File: config.mk
export PLATFORM = sky130hd
export DESIGN_NAME = led_bank_arbiter
export DESIGN_NICKNAME = d
export VERILOG_FILES = /design/src/rtl/led_pkg.sv /design/src/rtl/tick_prescaler.sv /design/src/rtl/led_bank_arbiter.sv
export SDC_FILE = /design/constraint.sdc
export NUM_CORES = 1
export LEC_CHECK = 0
export ABC_AREA = 1
export BUFFER_PORTS_ARGS = -buffer_cell sky130_fd_sc_hd__buf_2
export CAP_MARGIN = 10
export CORE_ASPECT_RATIO = 0.5
export CORE_MARGIN = 8
export CORE_UTILIZATION = 55
export DETAILED_ROUTE_END_ITERATION = 8
export PLACE_DENSITY = 0.8
export SYNTH_ARGS = -nofsm -noshare
export SYNTH_HDL_FRONTEND = slang
export SYNTH_HIERARCHICAL = 1
export SYNTH_SLANG_ARGS = --single-unit
File: constraint.sdc
create_clock -name hwclk -period 2.26 [get_ports hwclk]
set_input_delay 0.339 -clock hwclk [delete_from_list [all_inputs] [get_ports hwclk]]
set_output_delay 0.339 -clock hwclk [all_outputs]
set_load 0.01 [all_outputs]
File: src/rtl/led_pkg.sv
// Shared types and defaults for the LED bank arbiter and its helpers.
// Latency: n/a (declarations only).
// Backpressure: n/a.
package led_pkg;

  // Arbiter ownership phases: nobody, someone owns the bank, blanking gap.
  typedef enum logic [1:0] {
    IDLE = 2'd0,
    OWN  = 2'd1,
    GAP  = 2'd2
  } state_t;

  localparam int LED_W_DEF = 8;

endpackage

File: src/rtl/tick_prescaler.sv
// Free-running prescaler producing a one-cycle tick enable every 2^TICK_DIV_W cycles.
// Latency: tick is registered, high the cycle after the counter reads all-ones.
// Backpressure: none; free-running.
// Ports: hwclk (clock), rst_n (async active-low reset), tick (one-cycle enable pulse).
module tick_prescaler #(
  parameter int TICK_DIV_W = 21
) (
  input  logic hwclk,
  input  logic rst_n,
  output logic tick
);

  logic [TICK_DIV_W-1:0] cnt;

  always_ff @(posedge hwclk or negedge rst_n) begin
    if (!rst_n) begin
      cnt  <= '0;
      tick <= 1'b0;
    end else begin
      cnt  <= cnt + TICK_DIV_W'(1);
      tick <= &cnt;
    end
  end

endmodule

File: src/rtl/led_bank_arbiter.sv
// Round-robin, time-sliced arbiter sharing one LED bank between NUM_REQ pattern sources.
// Latency: grant 1 cycle after req is sampled, leds follow the owner's pattern 1 cycle later.
// Backpressure: requesters hold req until granted; owners are preempted after SLICE_TICKS ticks.
// Ports: hwclk, rst_n, req[NUM_REQ], pattern[NUM_REQ*LED_W] (source i at i*LED_W),
//        grant[NUM_REQ] (registered one-hot/zero), leds[LED_W] (registered), tick (prescaler pulse).
module led_bank_arbiter
  import led_pkg::*;
#(
  parameter int NUM_REQ     = 4,
  parameter int LED_W       = LED_W_DEF,
  parameter int TICK_DIV_W  = 21,
  parameter int SLICE_TICKS = 4
) (
  input  logic                     hwclk,
  input  logic                     rst_n,
  input  logic [NUM_REQ-1:0]       req,
  input  logic [NUM_REQ*LED_W-1:0] pattern,
  output logic [NUM_REQ-1:0]       grant,
  output logic [LED_W-1:0]         leds,
  output logic                     tick
);

  localparam int OW = (NUM_REQ > 1) ? $clog2(NUM_REQ) : 1;
  localparam int SW = $clog2(SLICE_TICKS + 1);
  localparam logic [SW-1:0] SLICE_MAX = SW'(SLICE_TICKS);

  state_t                 state, state_nxt;
  logic [OW-1:0]          last_owner, last_nxt;
  logic [SW-1:0]          slice_cnt, slice_nxt;
  logic [NUM_REQ-1:0]     grant_nxt;
  logic [LED_W-1:0]       leds_nxt;
  logic [OW-1:0]          win;
  logic [NUM_REQ-1:0]     owner_oh;
  logic [NUM_REQ-1:0]     others;

  tick_prescaler #(.TICK_DIV_W(TICK_DIV_W)) u_prescaler (
    .hwclk (hwclk),
    .rst_n (rst_n),
    .tick  (tick)
  );

  // Nearest set request after 'last', searching cyclically. Scanning from the
  // farthest candidate back towards the nearest lets the nearest one win.
  function automatic logic [OW-1:0] rr_pick(input logic [NUM_REQ-1:0] r,
                                            input logic [OW-1:0]      last);
    logic [OW-1:0] w;
    int            idx;
    w = last;
    for (int i = NUM_REQ; i >= 1; i--) begin
      idx = (int'(last) + i) % NUM_REQ;
      if (r[idx]) w = OW'(idx);
    end
    return w;
  endfunction

  // In OWN, last_owner is the current owner.
  assign win      = rr_pick(req, last_owner);
  assign owner_oh = NUM_REQ'(1) << last_owner;
  assign others   = req & ~owner_oh;

  always_comb begin
    state_nxt = state;
    last_nxt  = last_owner;
    slice_nxt = slice_cnt;
    grant_nxt = grant;
    leds_nxt  = leds;
    case (state)
      IDLE: begin
        grant_nxt = '0;
        leds_nxt  = '0;
        if (|req) begin
          state_nxt = OWN;
          grant_nxt = NUM_REQ'(1) << win;
          last_nxt  = win;
          slice_nxt = '0;
        end
      end
      OWN: begin
        grant_nxt = owner_oh;
        leds_nxt  = pattern[int'(last_owner)*LED_W +: LED_W];
        // Release beats slice expiry; both land in GAP, never a same-cycle re-grant.
        if (!req[last_owner]) begin
          state_nxt = GAP;
          grant_nxt = '0;
          leds_nxt  = '0;
        end else if (slice_cnt == SLICE_MAX) begin
          if (|others) begin
            state_nxt = GAP;
            grant_nxt = '0;
            leds_nxt  = '0;
          end else begin
            slice_nxt = '0;
          end
        end else if (tick) begin
          slice_nxt = slice_cnt + SW'(1);
        end
      end
      GAP: begin
        grant_nxt = '0;
        leds_nxt  = '0;
        if (tick) begin
          if (|req) begin
            state_nxt = OWN;
            grant_nxt = NUM_REQ'(1) << win;
            last_nxt  = win;
            slice_nxt = '0;
          end else begin
            state_nxt = IDLE;
          end
        end
      end
      default: begin
        state_nxt = IDLE;
        grant_nxt = '0;
        leds_nxt  = '0;
      end
    endcase
  end

  always_ff @(posedge hwclk or negedge rst_n) begin
    if (!rst_n) begin
      state      <= IDLE;
      last_owner <= OW'(NUM_REQ - 1);
      slice_cnt  <= '0;
      grant      <= '0;
      leds       <= '0;
    end else begin
      state      <= state_nxt;
      last_owner <= last_nxt;
      slice_cnt  <= slice_nxt;
      grant      <= grant_nxt;
      leds       <= leds_nxt;
    end
  end

endmodule

**Word-level counts from Yosys, hierarchy flattened**

Index checks and enable logic that the tools add are counted.

- Bits in registers: 41
- Output and inout port bits: 13

- Add/subtract/negate cells: 6
- Magnitude comparators: 5
- Equal/unequal tests: 10
- Shift operators: 3
- Muxes and demuxes: 45
- Bitwise operators: 6
- Reductions and logical operators: 13

Operators with widths:

| cell | number |
|---|---|
| 2-to-1 mux 8 bit | 4 |
| variable part select 32 x 6 -> 8 bit | 1 |
| 2-to-1 mux 2 bit | 11 |
| adder 21 x 1 -> 21 bit, second input constant | 1 |
| AND reduction 21 bit | 1 |
| 2-to-1 mux 4 bit | 5 |
| 2-to-1 mux 3 bit | 6 |
| < comparator 3 x 4 -> 1 bit, second input constant | 4 |
| case mux 4 bit (3 select lines) | 1 |
| binary-select mux 1 bit (select 2 bit) | 5 |
| 2-to-1 mux 1 bit | 10 |
| inequality test 3 bit, second input constant | 3 |
| case mux 3 bit (3 select lines) | 1 |
| OR reduction 2 bit | 4 |
| OR reduction 4 bit | 2 |
| left shift 1 x 2 -> 4 bit, first input constant | 2 |
| case mux 2 bit (3 select lines) | 1 |
| AND reduction 5 bit | 1 |
| adder 2 x 1 -> 2 bit, second input constant | 2 |
| adder 2 bit, second input constant | 2 |
| AND 1 bit, first input constant | 4 |
| AND 4 bit | 1 |
| inequality test 2 bit, second input constant | 2 |
| NOT 4 bit | 1 |
| 13 further kinds | 13 |

**Longest topological paths before layout**

Gate-level depths: netlist of run 1.

- Depth after elaboration: 14
- Mapped depth: 13
- Mapped depth without buffers: 11

**Modules after synthesis**

Netlist of run 1, hierarchy kept.

Modules (own cells, without submodules):

| module | times used | cells each | area each (um2) | seq. area each (um2) |
|---|---|---|---|---|
| led_bank_arbiter | 1 | 198 | 1377.6 | 478.0 |
| tick_prescaler | 1 | 118 | 1061.0 | 550.5 |

**Worst setup path after synthesis of run 1**

Ideal clock, no wire load.

- Path type: register to register
- From: register last_owner[1]
- To: register grant[2]
- Setup time: 121 ps
- Arrival time: 1930 ps
- Required time: 2139 ps
- Setup slack: 210 ps
- Cell stages (with the launch flop): 14
- Buffers on the path: 2
- Period minus slack after synthesis: 2050 ps
- Cells stage by stage: dfstp_2 -> inv_1 -> buf_2 -> buf_1 -> ha_1 -> inv_1 -> nand3_1 -> nand2_2 -> nor2_2 -> nand2_1 -> nand2_1 -> nor2_1 -> nand2_1 -> o21ai_1

- Cells in the longest elaborated chain, start to end: 12
- Elaborated cells between the ends (all ways): 33
- Those cells by class: 4 x add/sub; 2 x shift; 24 x mux; 2 x bitwise; 1 x reduce/logical

RTL lines:

| what | line | RTL |
|---|---|---|
| from (decl) | led_bank_arbiter.sv:28 | `logic [OW-1:0] last_owner, last_nxt;` |
| from (signal assigned) | led_bank_arbiter.sv:123 | `last_owner <= OW'(NUM_REQ - 1);` |
| from (signal assigned) | led_bank_arbiter.sv:129 | `last_owner <= last_nxt;` |
| adder 2 x 1 -> 2 bit | led_bank_arbiter.sv:50 | `idx = (int'(last) + i) % NUM_REQ;` |
| binary-select mux 1 bit (select 2 bit) | led_bank_arbiter.sv:51 | `if (r[idx]) w = OW'(idx);` |
| 2-to-1 mux 1 bit (implied by the code) (2 in series) | led_bank_arbiter.sv:51 |  |
| 2-to-1 mux 2 bit (4 in series) | led_bank_arbiter.sv:51 |  |
| left shift 1 x 2 -> 4 bit | led_bank_arbiter.sv:73, led_bank_arbiter.sv:104 |  |
| 2-to-1 mux 4 bit | led_bank_arbiter.sv:71, led_bank_arbiter.sv:102 |  |
| 2-to-1 mux 4 bit | led_bank_arbiter.sv:101 | `if (tick) begin` |
| case mux 4 bit (3 select lines) (*) | led_bank_arbiter.sv:67 | `case (state)` |
| named net grant_nxt[2] | led_bank_arbiter.sv:30 | `logic [NUM_REQ-1:0] grant_nxt;` |
| to (signal assigned) | led_bank_arbiter.sv:131 | `grant <= grant_nxt;` |
| to (decl) | led_bank_arbiter.sv:18 | `output logic [NUM_REQ-1:0] grant,` |

The timed path passes the listed nets; every way through them passes the cells marked *. The select of a mux whose other input is x is not followed.
A chain may end at the register's enable or synchronous reset.

**Worst setup path after layout of run 1**

- From: register last_owner[0]
- To: register grant[2]

The elaborated chain is that of the path after synthesis.

==> results.sh, run 1 <==
export IMPL_status="complete, no violations"
export IMPL_ff2ff_setup_slack_ns=0.23
export IMPL_required_ns=2.49
export IMPL_cts_buffers=5
export IMPL_ys_flop_type="dfrtp_1"
export IMPL_hold_ws_ns=0.293
export IMPL_rsz0062_at_grt="false"
export IMPL_critPathMostFrequentCell="nand2_1"
export IMPL_max_freq_mhz=492
export IMPL_path_clk_slew_ns=0.08
export IMPL_total_power_mw=2.85
export IMPL_synthCells=316
export IMPL_firstDrtPassIters=4
export IMPL_crit_slowest_cell="dfstp_2"
export IMPL_wl_met1_um=2450
export IMPL_antenna_found_initial=0
export IMPL_totalWireLength_um=5400
export IMPL_r2r_start="last_owner[0]"
export IMPL_path_class="flip-flop to flip-flop"
export IMPL_synth_seq_cells=41
export IMPL_drt_iter0_drc=103
export IMPL_finalMaxSlewViolations=0
export IMPL_end_kind="flip-flop"
export IMPL_synth_async_reset_ratio=1.00
export IMPL_grt_pass1_vias=2191
export IMPL_core_rowCount=17
export IMPL_seq_area_frac_synth=0.422
export IMPL_timing_final_hold_violations=0
export IMPL_stdcell_area_mm2=0.00284
export IMPL_area_growth_pct=16.5
export IMPL_timing_final_crit_share=0.899
export IMPL_power_density_mw_per_mm2=1000
export IMPL_slew_headroom=0.770
export IMPL_n_fill_cell=366
export IMPL_placedCellCount=421
export IMPL_crit_path_max_fanout=13
export IMPL_grt_pass1_wl_um=9530
export IMPL_post_place_ws_ns=0.264
export IMPL_syn_nets=361
export IMPL_io_pins=51
export IMPL_vdd_drop_max_v=0.000776
export IMPL_crit_family="flip-flops"
export IMPL_met2_length_um=2630
export IMPL_finalWorstSetupSlack_ns=0.227
export IMPL_finish_net_count=417
export IMPL_crit_start="last_owner[0]"
export IMPL_final_util=0.655
export IMPL_wl_per_cell_um=12.6
export IMPL_overflow=0
export IMPL_worst_path_buf_inv=2
export IMPL_antennaDiodeCount=0
export IMPL_clockBufferDepth=2
export IMPL_finalNonFillerCells=430
export IMPL_top_layer_used="met4"
export IMPL_syn_cell_area_mm2=0.00244
export IMPL_grt_max_degree=17
export IMPL_ys_warnings_count=6
export IMPL_place_area_mm2=0.00275
export IMPL_port_buffers=50
export IMPL_synth_cell_types=31
export IMPL_drive_gt1_frac=0.255
export IMPL_start_util=0.562
export IMPL_syn_area_per_cell_um2=7.72
export IMPL_clkLatencyLatePin_ns=0.29
export IMPL_root_buffer="clkbuf_8"
export IMPL_htree_levels=2
export IMPL_dp_hpwl_um=4350
export IMPL_max_stage_delay_ns=0.65
export IMPL_ctsResizeCount=0
export IMPL_drc=0
export IMPL_hold_buffers=1
export IMPL_routed_wl_met3_um=198
export IMPL_hold_start="pattern[24]"
export IMPL_grtUsageTotal=0.168
export IMPL_cap_viol_max_count=0
export IMPL_min_period_ns=2.03
export IMPL_power_leakage_nw=1.49
export IMPL_setup_viol=0
export IMPL_fin_tns_setup_ns=0
export IMPL_die_h_um=63.1
export IMPL_synth_edf_count=0
export IMPL_gp_congestion=0.881
export IMPL_vias=2196
export IMPL_arrival_ns=2.26
export IMPL_die_w_um=110
export IMPL_crit_chain="inv_2 -> ha_1 -> inv_1 -> nand3_1 -> nand2_2 -> nor2_2 -> nand2_1 -> nand2_1 -> nor2_1 -> nand2_1 -> o21ai_1"
export IMPL_via_per_inst=5.11
export IMPL_core_area_mm2=0.00434
export IMPL_cp_start_kind="flip-flop"
export IMPL_hold_path_class="input port to flip-flop"
export IMPL_worst_slew_pin_slew_ns=0.346
export IMPL_post_cts_buffers=0
export IMPL_drtAntennaViolNets=0
export IMPL_cts_tree="built"
export IMPL_cts_sinks=41
export IMPL_design_die_area_mm2=0.00695
export IMPL_fin_worst_skew_ns=0.00959
[final cells by class]
type / count / area (um2) / share of cell area
flip-flops and latches: 41 / 1030 / 0.362
repair buffers: 56 / 298 / 0.105
clock inverters: 2 / 10.0 / 0.00352
multi-input cells: 234 / 1230 / 0.434
clock buffers: 6 / 72.6 / 0.0255
inverters: 34 / 128 / 0.0449
well taps: 57 / 71.3 / 0.0251
[tightest hold or removal path, delay by kind of cell]
kind,cells,cell delay (ns)
buffers and inverters,1,0.10
AND/OR/NAND/NOR,1,0.07
AO/OA/AOI/OAI,1,0.05
[synthesized netlist by cell type (2+ instances only)]
cell type  count  area [um2]
a21oi_1       11        55.1
nor2_4         3        33.8
nand4_1        9        56.3
inv_2          4        15.0
nand2_1      114         428
nand2_2        4        25.0
xor2_1         8        70.1
a21oi_2        7        61.3
nor2_2         5        31.3
inv_1         30         113
nand3_1       23         115
nor2_1        17        63.8
buf_6          2        22.5
o21ai_1        3        15.0
nand3b_1       5        37.5
nand3_2        3        30.0
dfstp_2        2        52.6
buf_2          3        15.0
o21ai_0        3        15.0
xnor2_1        5        43.8
ha_1           7        87.6
dfrtp_1       39         976
[layout by cell type, fill, tap and decap left out]
master,count
nor2_2,5
and2_1,1
xor2_1,8
o21ai_2,1
inv_1,30
dfrtp_1,39
nor3b_2,1
nor2_4,3
nor3_2,1
buf_2,50
nand2_2,4
dfstp_2,2
nand2_4,1
clkbuf_8,5
ha_1,7
nand3_2,3
nor2_1,17
buf_4,5
a21boi_2,1
clkbuf_1,1
clkinv_2,2
nand2_1,114
xnor2_1,5
nand3_1,23
inv_2,4
nand4_1,9
o21ai_1,3
o21ai_0,3
a21oi_2,7
nor3_1,1
dlygate4sd3_1,1
nand3b_1,5
a21oi_1,11
[layer usage]
metal  GRT usage  vias up
met5           0        -
met4      0.0692        0
met3      0.0375       12
met2       0.273       63
met1       0.211     1010
li1            -     1111
[path summary, 6_finish.rpt]
check,endpoint,cells past startpoint
max,grant[2],11
min,leds[0],3
max reg2reg,grant[2],11
min reg2reg,u_prescaler/cnt[0],1
max in group asynchronous,leds[5],3
min in group asynchronous,grant[2],2
[sequential cells by signal, summed over array words and instances (netlist names)]
register          cells
u_prescaler/cnt      21
leds                  8
grant                 4
slice_cnt             3
last_owner            2
state                 2
u_prescaler/tick      1
[where the power goes]
part,internal [mW],switching (mW)
Clock,0.214,0.237
Sequential,0.857,0.0838
Combinational,0.504,0.956
Total,1.57,1.28
[cell families (layout without fill, tap and decap cells)]
logic type,count (synthesis),count (layout),share of synthesized area
buffers and inverters,41,98,0.0723
and+or+nand+nor,188,188,0.355
AOI/OAI and AO/OA,26,26,0.0682
DFF,41,41,0.422
adders and majority gates,7,7,0.0359
xor gates and xnor gates,13,13,0.0467
Power figures use the tool's default switching activity.
==> run 2: changes to the inputs <==
--- a/config.mk
+++ b/config.mk
@@ -13,6 +13,8 @@
 export CORE_UTILIZATION = 55
 export DETAILED_ROUTE_END_ITERATION = 8
 export PLACE_DENSITY = 0.8
+export REMOVE_ABC_BUFFERS = 1
+export SKIP_CTS_REPAIR_TIMING = 1
 export SYNTH_ARGS = -nofsm -noshare
 export SYNTH_HDL_FRONTEND = slang
 export SYNTH_HIERARCHICAL = 1
==> results.sh, run 2 (synthesized netlist as in run 1, its figures left out) <==
export IMPL_grtUsageTotal=0.160
export IMPL_finalMaxSlewViolations=0
export IMPL_vias=2158
export IMPL_core_rowCount=17
export IMPL_path_class="flip-flop to flip-flop"
export IMPL_timing_final_hold_violations=0
export IMPL_status="complete, no violations"
export IMPL_design_die_area_mm2=0.00695
export IMPL_placedCellCount=419
export IMPL_firstDrtPassIters=4
export IMPL_io_pins=51
export IMPL_fin_tns_setup_ns=0
export IMPL_crit_end="grant[2]"
export IMPL_vdd_drop_max_v=0.00108
export IMPL_port_buffers=50
export IMPL_die_h_um=63.1
export IMPL_top_register="u_prescaler/cnt"
export IMPL_cap_viol_max_count=0
export IMPL_slew_headroom=0.423
export IMPL_htree_levels=2
export IMPL_regToRegEndpoint="grant[2]"
export IMPL_setup_viol=0
export IMPL_power_density_mw_per_mm2=1010
export IMPL_r2r_start="last_owner[0]"
export IMPL_start_util=0.562
export IMPL_antennaDiodeCount=0
export IMPL_grt_pass1_vias=2270
export IMPL_overflow=0
export IMPL_cp_start_kind="flip-flop"
export IMPL_clockBufferDepth=2
export IMPL_drive_gt1_frac=0.251
export IMPL_timing_final_crit_share=0.873
export IMPL_largest_reg_flops=21
export IMPL_worst_slew_pin_slew_ns=0.865
export IMPL_crit_path_max_fanout=10
export IMPL_gp_congestion=0.863
export IMPL_max_freq_mhz=507
export IMPL_cts_sinks=41
export IMPL_drc=0
export IMPL_drt_iter0_drc=113
export IMPL_drtAntennaViolNets=0
export IMPL_crit_start="last_owner[0]"
export IMPL_root_buffer="clkbuf_8"
export IMPL_end_kind="flip-flop"
export IMPL_fin_worst_skew_ns=0.00813
export IMPL_die_w_um=110
export IMPL_final_cell_mix="nand2_1 (114), buf_2 (50), dfrtp_1 (39)"
export IMPL_wl_per_cell_um=12.4
export IMPL_totalWireLength_um=5280
export IMPL_hold_path_class="input port to async pin"
export IMPL_grt_max_degree=42
export IMPL_required_ns=2.44
export IMPL_dp_hpwl_um=4110
export IMPL_antenna_found_initial=0
export IMPL_grt_pass1_wl_um=9270
export IMPL_rr_worst_depth=10
export IMPL_path_clk_slew_ns=0.08
export IMPL_area_growth_pct=15.5
export IMPL_final_common_cell="nand2_1"
export IMPL_core_area_mm2=0.00434
export IMPL_finalNonFillerCells=427
export IMPL_ff2ff_setup_slack_ns=0.29
export IMPL_min_period_ns=1.97
export IMPL_arrival_ns=2.15
export IMPL_via_per_inst=5.05
export IMPL_cts_buffers=5
export IMPL_clkLatencyLatePin_ns=0.29
export IMPL_finish_net_count=414
export IMPL_top_regs="u_prescaler/cnt: 21 flops, leds: 8 flops, grant: 4 flops"
export IMPL_cts_tree="built"
export IMPL_rsz0062_at_grt="false"
export IMPL_power_leakage_nw=1.47
run 2: cell types whose count changed in the layout (fill, tap and decap cells not counted):
cell	before	now
buf_4	5	3
dlygate4sd3_1	1	0
run 2: where the power goes:
part / switching (mW) / internal (mW)
Sequential: 0.0872 / 0.856
Clock: 0.247 / 0.214
Combinational: 0.949 / 0.500
Total: 1.28 / 1.57
run 2: per-stage QoR:
step           hold slack, ns  cell area [um2]  power (mW)  worst slack, ns   util
6_report                0.162             2820        2.85            0.287  0.649
3_5_place_dp            0.456             2730        2.41            0.310  0.630
4_1_cts                 0.190             2820        2.87            0.299  0.649
3_3_place_gp            0.435             2730        2.34            0.377  0.630
5_1_grt                 0.232             2820        3.10            0.130  0.649
2_1_floorplan          0.0434             2390        2.00            0.217      -
run 2: worst max-delay path, cell delays in order (launching register included):
cell and delay [ns]:
dfstp_2 0.65, inv_2 0.12, ha_1 0.36, inv_1 0.10, nand3_1 0.13, nand2_2 0.11, inv_2 0.04, nand3_1 0.11
nand2_1 0.10, nand2_1 0.09, o21ai_1 0.06
run 2: worst min-delay path by stage:
stage / startpoint / end / slack (ns) / cells past startpoint
6_report: rst_n / leds[7] / 0.16 / 1
2_1_floorplan: rst_n / grant[0] / 0.04 / 0
5_1_grt: rst_n / u_prescaler/tick / 0.23 / 1
3_3_place_gp: u_prescaler/cnt[0] / u_prescaler/cnt[0] / 0.43 / 1
3_5_place_dp: u_prescaler/cnt[0] / u_prescaler/cnt[0] / 0.46 / 1
4_1_cts: rst_n / u_prescaler/cnt[16] / 0.19 / 1
run 2: metal layers:
layer | vias to the layer above | track usage | share of wire
met4 | 0 | 0.0610 | 0.011
met3 | 4 | 0.0314 | 0.023
met1 | 1017 | 0.172 | 0.44
met5 | - | 0 | 0
met2 | 34 | 0.300 | 0.52
li1 | 1103 | - | -
run 2: layout make-up:
class                   instances  area (um2)
fillers                       388        1520
multi-input cells             234        1230
flip-flops and latches         41        1030
repair buffers                 53         273
inverters                      34         128
clock buffers                   6        72.6
well taps                      57        71.3
clock inverters                 2        10.0
==> run 3: changes to the inputs <==
--- a/config.mk
+++ b/config.mk
@@ -9,9 +9,10 @@
 export BUFFER_PORTS_ARGS = -buffer_cell sky130_fd_sc_hd__buf_2
 export CAP_MARGIN = 10
 export CORE_ASPECT_RATIO = 0.5
-export CORE_MARGIN = 8
+export CORE_MARGIN = 2
 export CORE_UTILIZATION = 55
 export DETAILED_ROUTE_END_ITERATION = 8
+export MAX_ROUTING_LAYER = met4
 export PLACE_DENSITY = 0.8
 export REMOVE_ABC_BUFFERS = 1
 export SKIP_CTS_REPAIR_TIMING = 1
==> results.sh, run 3 (synthesized netlist as in run 1, its figures left out) <==
export IMPL_status="complete, no violations"
export IMPL_largest_reg_flops=21
export IMPL_antennaDiodeCount=0
export IMPL_max_freq_mhz=516
export IMPL_vias=2195
export IMPL_vdd_drop_max_v=0.000736
export IMPL_multiInputGateArea_mm2=0.00123
export IMPL_ff2ff_setup_slack_ns=0.32
export IMPL_overflow=0
export IMPL_timing_final_hold_violations=0
export IMPL_grt_max_degree=42
export IMPL_core_rowCount=17
export IMPL_drc=0
export IMPL_htree_levels=2
export IMPL_core_area_mm2=0.00434
export IMPL_cts_tree="built"
export IMPL_cts_buffers=5
export IMPL_grt_pass1_vias=2198
export IMPL_cap_viol_max_count=0
export IMPL_finalMaxSlewViolations=0
export IMPL_final_common_cell="nand2_1"
export IMPL_total_power_mw=2.84
export IMPL_io_pins=51
export IMPL_stdcell_area_mm2=0.00282
export IMPL_seq_area_mm2=0.00103
export IMPL_fin_worst_skew_ns=0.00824
export IMPL_finish_net_count=414
export IMPL_start_util=0.562
export IMPL_grtUsageTotal=0.232
export IMPL_dp_hpwl_um=3830
export IMPL_fin_tns_setup_ns=0
export IMPL_totalWireLength_um=5120
export IMPL_place_area_mm2=0.00273
export IMPL_drt_iter0_drc=118
export IMPL_timing_final_crit_share=0.857
export IMPL_final_util=0.649
export IMPL_hold_path_class="input port to async pin"
export IMPL_via_per_inst=5.14
export IMPL_top_regs="u_prescaler/cnt: 21 flops, leds: 8 flops, grant: 4 flops"
export IMPL_regToRegEndpoint="leds[1]"
export IMPL_rr_worst_depth=10
export IMPL_clkLatencyLatePin_ns=0.30
export IMPL_cp_start_kind="flip-flop"
export IMPL_end_kind="flip-flop"
export IMPL_firstDrtPassIters=5
export IMPL_power_leakage_nw=1.47
export IMPL_drive_gt1_frac=0.251
export IMPL_n_fill_cell=374
export IMPL_slew_headroom=0.417
export IMPL_drtAntennaViolNets=0
export IMPL_port_buffers=50
export IMPL_worst_slew_pin_slew_ns=0.874
export IMPL_final_cell_mix="nand2_1 (114), buf_2 (50), dfrtp_1 (39)"
export IMPL_grt_pass1_wl_um=9010
export IMPL_die_w_um=98.2
export IMPL_antenna_found_initial=0
export IMPL_power_density_mw_per_mm2=1010
export IMPL_root_buffer="clkbuf_8"
export IMPL_crit_path_max_fanout=24
export IMPL_design_die_area_mm2=0.00501
export IMPL_required_ns=2.48
export IMPL_r2r_start="last_owner[0]"
export IMPL_top_register="u_prescaler/cnt"
export IMPL_gp_congestion=0.814
export IMPL_clockBufferDepth=2
export IMPL_die_h_um=51.1
export IMPL_path_clk_slew_ns=0.08
export IMPL_wl_per_cell_um=12.0
export IMPL_min_period_ns=1.94
export IMPL_path_class="flip-flop to flip-flop"
export IMPL_setup_viol=0
export IMPL_rsz0062_at_grt="false"
export IMPL_arrival_ns=2.16
export IMPL_area_growth_pct=15.5
export IMPL_cts_sinks=41
==> run 3: area by class of cell <==
type / count / share of cell area
clock buffers: 6 / 0.0258
clock inverters: 2 / 0.00355
well taps: 57 / 0.0253
multi-input cells: 234 / 0.438
inverters: 34 / 0.0453
repair buffers: 53 / 0.0968
flip-flops and latches: 41 / 0.365
==> run 3: worst max-delay path, stage by stage (launching register included) <==
cell	delay (ns)
dfstp_2	0.54
buf_4	0.25
ha_1	0.21
inv_1	0.04
nand2_1	0.05
nand4_1	0.11
o21ai_1	0.15
nand2_1	0.11
inv_2	0.19
nand2_1	0.10
a21oi_2	0.11
==> run 3: stage by stage <==
step	instances	setup slack [ns]	hold slack, ns
2_1_floorplan	309	0.217	0.0434
3_5_place_dp	419	0.338	0.464
4_1_cts	427	0.308	0.198
3_3_place_gp	419	0.447	0.439
6_report	427	0.323	0.160
5_1_grt	427	0.175	0.245
==> run 3: worst max path at each step <==
stage | startpoint | to | slack, ns | depth (start not counted)
6_report | last_owner[0] | leds[1] | 0.32 | 10
5_1_grt | last_owner[0] | leds[1] | 0.17 | 10
4_1_cts | last_owner[0] | leds[1] | 0.31 | 10
3_5_place_dp | last_owner[0] | leds[7] | 0.34 | 10
3_3_place_gp | last_owner[0] | leds[3] | 0.45 | 10
2_1_floorplan | last_owner[0] | grant[2] | 0.22 | 10
==> run 3: layer usage <==
metal  vias up  track usage  part of all wire
li1       1107            -                 -
met1      1030        0.253              0.43
met2        54        0.432              0.51
met3         4       0.0492             0.046
met4         0       0.0799            0.0082
met5         -            -                 0
==> run 3: power by group <==
group | total (mW) | internal, mW | switching, mW
logic | 1.46 | 0.498 | 0.961
clock network | 0.469 | 0.214 | 0.255
registers | 0.916 | 0.855 | 0.0615
total | 2.84 | 1.57 | 1.28
